**src/rtl/bpsk_pkg.sv**
```systemverilog
// Shared constants and sizing helpers for the BPSK carrier-selection stage.
package bpsk_pkg;

  localparam logic [1:0] ST_IDLE  = 2'd0;
  localparam logic [1:0] ST_ALIGN = 2'd1;
  localparam logic [1:0] ST_MOD   = 2'd2;

  function automatic int samples_per_bit(input int sample_number, input int periods_per_bit);
    return sample_number * periods_per_bit;
  endfunction

  // Counter width that never collapses to zero bits.
  function automatic int cnt_width(input int n);
    return (n > 1) ? $clog2(n) : 1;
  endfunction

endpackage

```
**src/rtl/bpsk_modulator_serializer.sv**
```systemverilog
// Word shift register and bit counter; presents the current symbol bit MSB first.
module bpsk_serializer
  import bpsk_pkg::*;
#(
  parameter int DATA_WIDTH = 8
) (
  input  logic                  clk,
  input  logic                  arstn,
  input  logic                  load,
  input  logic                  shift,
  input  logic [DATA_WIDTH-1:0] data,
  output logic                  msb,
  output logic                  last_bit
);

  localparam int BIT_W = cnt_width(DATA_WIDTH);

  logic [DATA_WIDTH-1:0] shreg_r;
  logic [BIT_W-1:0]      bit_cnt_r;

  // Load has priority so a back-to-back word replaces the finished one.
  always_ff @(posedge clk or negedge arstn) begin
    if (!arstn) begin
      shreg_r   <= '0;
      bit_cnt_r <= '0;
    end else if (load) begin
      shreg_r   <= data;
      bit_cnt_r <= '0;
    end else if (shift) begin
      shreg_r   <= shreg_r << 1;
      bit_cnt_r <= bit_cnt_r + BIT_W'(1);
    end else begin
      shreg_r   <= shreg_r;
      bit_cnt_r <= bit_cnt_r;
    end
  end

  assign msb      = shreg_r[DATA_WIDTH-1];
  assign last_bit = (bit_cnt_r == BIT_W'(DATA_WIDTH - 1));

endmodule

```
**src/rtl/bpsk_modulator.sv**
```systemverilog
// BPSK carrier selector: serializes accepted words and picks sin or -sin per bit,
// with every symbol starting on a carrier period boundary.
module bpsk_modulator
  import bpsk_pkg::*;
#(
  parameter int SAMPLE_NUMBER   = 256,
  parameter int SAMPLE_WIDTH    = 12,
  parameter int PERIODS_PER_BIT = 1,
  parameter int DATA_WIDTH      = 8
) (
  input  logic                             clk,
  input  logic                             arstn,
  input  logic [DATA_WIDTH-1:0]            s_data,
  input  logic                             s_valid,
  output logic                             s_ready,
  output logic                             gen_en,
  input  logic [SAMPLE_WIDTH-1:0]          sin_in,
  input  logic [SAMPLE_WIDTH-1:0]          neg_sin_in,
  input  logic [$clog2(SAMPLE_NUMBER)-1:0] cnt_in,
  output logic [SAMPLE_WIDTH-1:0]          mod_out,
  output logic                             mod_valid,
  output logic                             busy
);

  localparam int CNT_W  = $clog2(SAMPLE_NUMBER);
  localparam int SPB    = samples_per_bit(SAMPLE_NUMBER, PERIODS_PER_BIT);
  localparam int SAMP_W = cnt_width(SPB);
  localparam logic [SAMP_W-1:0] SAMP_LAST = SAMP_W'(SPB - 1);

  logic [1:0]              state_r, state_nx;
  logic [SAMP_W-1:0]       samp_cnt_r, samp_nx, cur_samp_s;
  logic                    gen_en_r, gen_ok_r;
  logic [SAMPLE_WIDTH-1:0] mod_out_r;
  logic                    mod_valid_r, busy_r;
  logic                    boundary_s, emit_s, load_s, shift_s, s_ready_s;
  logic                    msb_s, last_bit_s;

  bpsk_serializer #(.DATA_WIDTH(DATA_WIDTH)) u_ser (
    .clk      (clk),
    .arstn    (arstn),
    .load     (load_s),
    .shift    (shift_s),
    .data     (s_data),
    .msb      (msb_s),
    .last_bit (last_bit_s)
  );

  // sin_in lags the generator counter by one, so cnt_in==1 means sample 0 is present.
  assign boundary_s = gen_ok_r && (cnt_in == CNT_W'(1));

  // Next-state, counter and handshake decode; emit_s marks a cycle that captures a sample.
  always_comb begin
    state_nx   = state_r;
    samp_nx    = samp_cnt_r;
    cur_samp_s = '0;
    emit_s     = 1'b0;
    load_s     = 1'b0;
    shift_s    = 1'b0;
    s_ready_s  = 1'b0;
    case (state_r)
      ST_IDLE: begin
        s_ready_s = gen_en_r;
        if (s_valid && gen_en_r) begin
          load_s   = 1'b1;
          samp_nx  = '0;
          state_nx = ST_ALIGN;
        end else begin
          state_nx = ST_IDLE;
        end
      end
      ST_ALIGN: begin
        if (boundary_s) begin
          emit_s = 1'b1;
        end else begin
          emit_s = 1'b0;
        end
      end
      ST_MOD: begin
        emit_s     = 1'b1;
        cur_samp_s = samp_cnt_r;
      end
      default: begin
        state_nx = ST_IDLE;
      end
    endcase

    if (emit_s) begin
      state_nx = ST_MOD;
      if (cur_samp_s == SAMP_LAST) begin
        samp_nx = '0;
        if (last_bit_s) begin
          s_ready_s = 1'b1;
          if (s_valid) begin
            load_s = 1'b1;
          end else begin
            state_nx = ST_IDLE;
          end
        end else begin
          shift_s = 1'b1;
        end
      end else begin
        samp_nx = cur_samp_s + SAMP_W'(1);
      end
    end else begin
      shift_s = 1'b0;
    end
  end

  // Generator enable rises once after reset and is never dropped.
  always_ff @(posedge clk or negedge arstn) begin
    if (!arstn) begin
      gen_en_r <= 1'b0;
      gen_ok_r <= 1'b0;
    end else begin
      gen_en_r <= 1'b1;
      gen_ok_r <= gen_en_r;
    end
  end

  // FSM, sample counter and registered sample output.
  always_ff @(posedge clk or negedge arstn) begin
    if (!arstn) begin
      state_r     <= ST_IDLE;
      samp_cnt_r  <= '0;
      mod_out_r   <= '0;
      mod_valid_r <= 1'b0;
      busy_r      <= 1'b0;
    end else begin
      state_r     <= state_nx;
      samp_cnt_r  <= samp_nx;
      mod_out_r   <= emit_s ? (msb_s ? sin_in : neg_sin_in) : '0;
      mod_valid_r <= emit_s;
      busy_r      <= (state_nx != ST_IDLE);
    end
  end

  assign s_ready   = s_ready_s;
  assign gen_en    = gen_en_r;
  assign mod_out   = mod_out_r;
  assign mod_valid = mod_valid_r;
  assign busy      = busy_r;

endmodule

```
**config.mk**
```make
export PLATFORM = sky130hd
export DESIGN_NAME = bpsk_modulator
export DESIGN_NICKNAME = d
export VERILOG_FILES = /design/src/rtl/bpsk_pkg.sv /design/src/rtl/bpsk_modulator_serializer.sv /design/src/rtl/bpsk_modulator.sv
export SDC_FILE = /design/constraint.sdc
export NUM_CORES = 1
export LEC_CHECK = 0
export ABC_AREA = 1
export CAP_MARGIN = 40
export CORE_AREA = 4 4 62 92
export CTS_BUF_LIST = sky130_fd_sc_hd__clkbuf_16
export DETAILED_ROUTE_END_ITERATION = 16
export DIE_AREA = 0 0 66 96
export HOLD_SLACK_MARGIN = 0.05
export PLACE_DENSITY_LB_ADDON = 0.2
export SYNTH_ARGS = -nofsm -noshare
export SYNTH_HDL_FRONTEND = slang
export SYNTH_SLANG_ARGS = --single-unit
```
**constraint.sdc**
```tcl
create_clock -name clk -period 3 [get_ports clk]
set_input_delay 0.6 -clock clk [delete_from_list [all_inputs] [get_ports clk]]
set_output_delay 0.6 -clock clk [all_outputs]
set_load 0.05 [all_outputs]
```
Word-level counts from Yosys, hierarchy flattened
Index checks and enable logic that the tools add are counted.

cells by class
  add/sub/neg operators = 2
  equal/unequal tests = 5
  multiplexer cells = 32
  reductions and logical operators = 9

operator list
  cell                 count
  $mux 8               7
  $mux 12              2
  $mux 1               15
  $add 8x1->8 const B  1
  $eq 8x1->1 const B   1
  $eq 8x8->1 const B   1
  $mux 2               4
  $reduce_bool 2->1    4
  $mux 3               2
  $pmux 2 s2           1
  $add 3x1->3 const B  1
  $eq 3x3->1 const B   1
  $eq 2x1->1 const B   1
  $eq 2x2->1 const B   1
  $logic_and 1x1->1    2
  $logic_not 2->1      1
  $pmux 1 s2           1
  $reduce_and 2->1     1
  $reduce_or 2->1      1

storage, ports and cells
  bits in registers = 37
  bits of input ports = 43
  output and inout port bits = 16
  word-level logic and storage cells = 57

Longest topological paths before layout
  word-level depth = 8
  mapped depth = 15
  depth with buffers taken out = 14

Cells and area by module
From an unflattened synthesis, not the netlist that was laid out.

second synthesis, totals
  cells, all modules = 242
  area total of the unflattened synthesis = 1988.2 um2

modules (own cells, without submodules)
  module           times used  cells an instance  area each (um2)  sequential area each (um2)
  bpsk_modulator   1           184                1471.4           650.6
  bpsk_serializer  1           58                 516.7            275.3

Worst setup path before layout
Ideal clock, no wire load.

  kind = flip-flop to output port
  start = register state_r[0]
  end = output s_ready
  arrival = 2.812 ns
  data required time = 2.400 ns
  setup slack = -0.412 ns
  cell stages (with the launch flop) = 13
  buffers on the path = 1
  path through = dfrtp_1 -> inv_1 -> ha_1 -> buf_4 -> nand2_1 -> inv_1 -> ha_1 -> nand3_2 -> nor2_4 -> nand3_4 -> inv_2 -> nand3_2 -> o21ai_0

between the ends
  cells in the longest elaborated chain, start to end = 5
  elaborated cells between the ends (all ways) = 10
  classes of those cells = eq/ne (3); mux (6); reduce/logical (1)

ends and longest elaborated chain
  element                                               line                                        RTL
  start: declaration                                    bpsk_modulator.sv:30                        logic [1:0] state_r, state_nx;
  start signal: assignment                              bpsk_modulator.sv:129                       state_r <= state_nx;
  $eq 2x2->1 / $logic_not 2->1 (equally long branches)  bpsk_modulator.sv:60                        case (state_r)
  $mux 8 / $mux 1 (equally long branches)               bpsk_modulator.sv:60
  $eq 8x8->1 / $mux 1 (equally long branches)           bpsk_modulator.sv:89, bpsk_modulator.sv:91
  $mux 1                                                bpsk_modulator.sv:89                        if (cur_samp_s == SAMP_LAST) begin
  $mux 1 (*)                                            bpsk_modulator.sv:87                        if (emit_s) begin
  end: declaration                                      bpsk_modulator.sv:15                        output logic s_ready,

Mark *: on every way between the ends. The rest lies on a longest branch, timed or not.

Worst setup path after layout
Ends and elaborated chain as after synthesis.

==> impl_metrics.env <==
export IMPL_min_period_over_period_pct=94.8
export IMPL_synth_cells=226
export IMPL_crit_family="simple AND/OR/NAND/NOR gates"
export IMPL_place_ws_ps=311
export IMPL_p_total_mw=1.54
export IMPL_ys_types=29
export IMPL_setup_viol=0
export IMPL_gp_congestion=0.838
export IMPL_rsz0062_at_grt="false"
export IMPL_vdd_drop_max_mv=0.311
export IMPL_synth_top_area_cell="dfrtp_1"
export IMPL_die_y_um=96
export IMPL_worst_path_max_delay_cell="dfrtp_1"
export IMPL_wl_met2_um=2690
export IMPL_p_sw_uw=433
export IMPL_dieArea_um2=6340
export IMPL_wl_met1_um=1680
export IMPL_area_delta_synth_final_pct=46.2
export IMPL_nNetsFinal=340
export IMPL_n_fill_cell=456
export IMPL_clock_sinks=37
export IMPL_avgSynthCellArea_um2=8.48
export IMPL_grt_max_degree=36
export IMPL_htreeDepth=2
export IMPL_cts_buffer_depth=2
export IMPL_cts_buffers=5
export IMPL_maxClockFrequency_ghz=0.352
export IMPL_clock_skew_ps=4.41
export IMPL_internal_power_mw=1.10
export IMPL_drt_initial_drc_count=59
export IMPL_tritoncts="done"
export IMPL_worstSkewPairLatency_ps=280
export IMPL_crit_required_ps=2400
export IMPL_netlist_area_um2=1920
export IMPL_yosysWarnings=0
export IMPL_path_cells="inv_2 > ha_4 > nand2_1 > inv_1 > ha_2 > nand3_2 > nor2_4 > nand3_4 > inv_2 > nand3_4 > o21ai_4 > buf_12"
export IMPL_ys_flop_type="dfrtp_1"
export IMPL_fin_crit_ps=2840
export IMPL_critical_path_class="flop to output pin"
export IMPL_coreArea_um2=4850
export IMPL_slew_limit_headroom_pct=61.1
export IMPL_maxCapViolCount=0
export IMPL_grt_pass1_wl_um=7690
export IMPL_finalHoldViolations=0
export IMPL_syn_num_nets=276
export IMPL_cp_end_kind="output pin"
export IMPL_outcome="complete, no violations"
export IMPL_pwr_share_seq_pct=40.6
export IMPL_synth_edf_count=0
export IMPL_multi_input_comb_area_um2=943
export IMPL_arrival_ps=2240
export IMPL_track_usage_pct=16.0
export IMPL_dr_pass1_iters=4
export IMPL_rows=31
export IMPL_pwr_density_cell_nw_per_um2=549
export IMPL_worstHoldPathType="primary input to async pin"
export IMPL_grt_overflow=0
export IMPL_dr_wl_met3_um=187
export IMPL_initial_utilization_pct=39.5
export IMPL_maxUsedRoutingLayer="met4"
export IMPL_antenna_cells=0
export IMPL_die_x_um=66
export IMPL_grt_pass1_vias=1799
export IMPL_ys_ff_latch=37
export IMPL_viasPerCell=4.87
export IMPL_dp_hpwl_um=3440
export IMPL_report_final_slew_viol_count=0
export IMPL_crit_buf_inv=4
export IMPL_final_common_cell="nand2_1"
export IMPL_drc=0
export IMPL_worstPathMaxFanout=4
export IMPL_stdcell_count=356
export IMPL_p_sw_share_pct=28.2
export IMPL_final_util_pct=57.8
export IMPL_synth_area_leaders="dfrtp_1, nand2_1, nand3_1, ha_1, a21oi_1"
export IMPL_cts_hold_buf=0
export IMPL_port_buffers=58
export IMPL_combPwrFrac_pct=22.1
export IMPL_cts_root_buffer="clkbuf_16"
export IMPL_slowest_delay_ps=410
export IMPL_drive_above_1_share_pct=11.0
export IMPL_tightestPinTransition_ps=582
export IMPL_fin_tns_setup_ps=0
export IMPL_power_leakage_nw=1.26
export IMPL_vias=1735
export IMPL_clock_power_share_pct=37.3
export IMPL_antenna_found_initial=0
export IMPL_seq_area_frac_synth_pct=48.3
export IMPL_routed_wl_um=4630
export IMPL_ios=59
export IMPL_synth_top_area_share_pct=48.3
export IMPL_async_flop_share_pct=100
export IMPL_clkTransAtPathRegs_ps=60
export IMPL_final_seq_area_um2=926
export IMPL_ant_nets=0
export IMPL_detail_route_wl_per_cell_um=13.0
export IMPL_setup_slack_ps=156
export IMPL_startpoint_type="flop"
export IMPL_dp_cells=348
export IMPL_layout_common_cells="nand2_1, clkdlybuf4s50_1, dfrtp_1, nand3_1, a21oi_1"
power groups by stage:
| stage | registers [mW] | clock network [mW] | logic [mW] |
|---|---|---|---|
| after CTS | 0.625 | 0.584 | 0.337 |
| after detailed placement | 0.633 | 0 | 0.335 |
| after global placement | 0.632 | 0 | 0.326 |
| after global routing | 0.633 | 0.605 | 0.384 |
| after floorplan | 0.628 | 0 | 0.198 |
| final | 0.623 | 0.573 | 0.340 |
cell usage after synthesis (all sizes together), types with 2 or more instances:
master,count
nand2,73
dfrtp,37
nand3,32
a21oi,14
inv,14
nor2,14
o21ai,11
nand4,8
ha,7
clkbuf,4
buf,2
nor3,2
final cells by class:
cell class	instances	area share, %
clock buffers	5	4.47
clock inverters	2	1.25
inverters	14	1.88
multi-input cells	169	33.7
flip-flops and latches	37	33.1
well taps	66	2.95
repair buffers	63	22.7
registers in the layout, indices dropped and copies added, names as in the netlist:
name             flops
samp_cnt_r           8
gen_ok_r             1
state_r              2
u_ser.bit_cnt_r      3
u_ser.shreg_r        8
mod_valid            1
gen_en               1
mod_out             12
busy                 1
layer usage:
metal	global-route usage [%]	vias up
li1	-	877
met1	15.2	822
met2	32.4	30
met3	3.86	6
met4	5.08	0
met5	0	-
path summary, 6_finish.rpt:
path | startpoint | endpoint | slack (ps) | depth (start not counted)
worst max-delay path | state_r[0]$_DFF_PN0_ | s_ready | 160 | 12
worst min-delay path | arstn | samp_cnt_r[0]$_DFFE_PN0P_ | 120 | 1
worst max register to register | state_r[0]$_DFF_PN0_ | u_ser.shreg_r[3]$_DFFE_PN0P_ | 720 | 13
worst min register to register | gen_en$_DFF_PN0_ | gen_ok_r$_DFF_PN0_ | 430 | 0
max in group asynchronous | arstn | state_r[1]$_DFF_PN0_ | 2500 | 2
min in group clk | gen_en$_DFF_PN0_ | gen_ok_r$_DFF_PN0_ | 430 | 0
cell families after synthesis:
| kind of cell | share of synthesized area [%] |
|---|---|
| adders and majority gates | 4.57 |
| buffers and inverters | 4.18 |
| AOI/OAI and AO/OA | 8.62 |
| DFF | 48.3 |
| xor gates and xnor gates | 0.457 |
| and+or+nand+nor | 33.6 |
| other | 0.196 |
through the flow:
step                      hold slack [ps]  cell area (um2)
after floorplan                       304             1920
after global placement                417             2580
after detailed placement              409             2600
after CTS                             115             2760
after global routing                  110             2800
final                                 117             2800
timing repair:
item,CTS,global route
setup buffers,0,1
endpoints found under the hold margin,0,0
setup endpoints to repair,0,1
gates resized for setup,0,6
No activity file was read; power rests on OpenSTA's default activity.
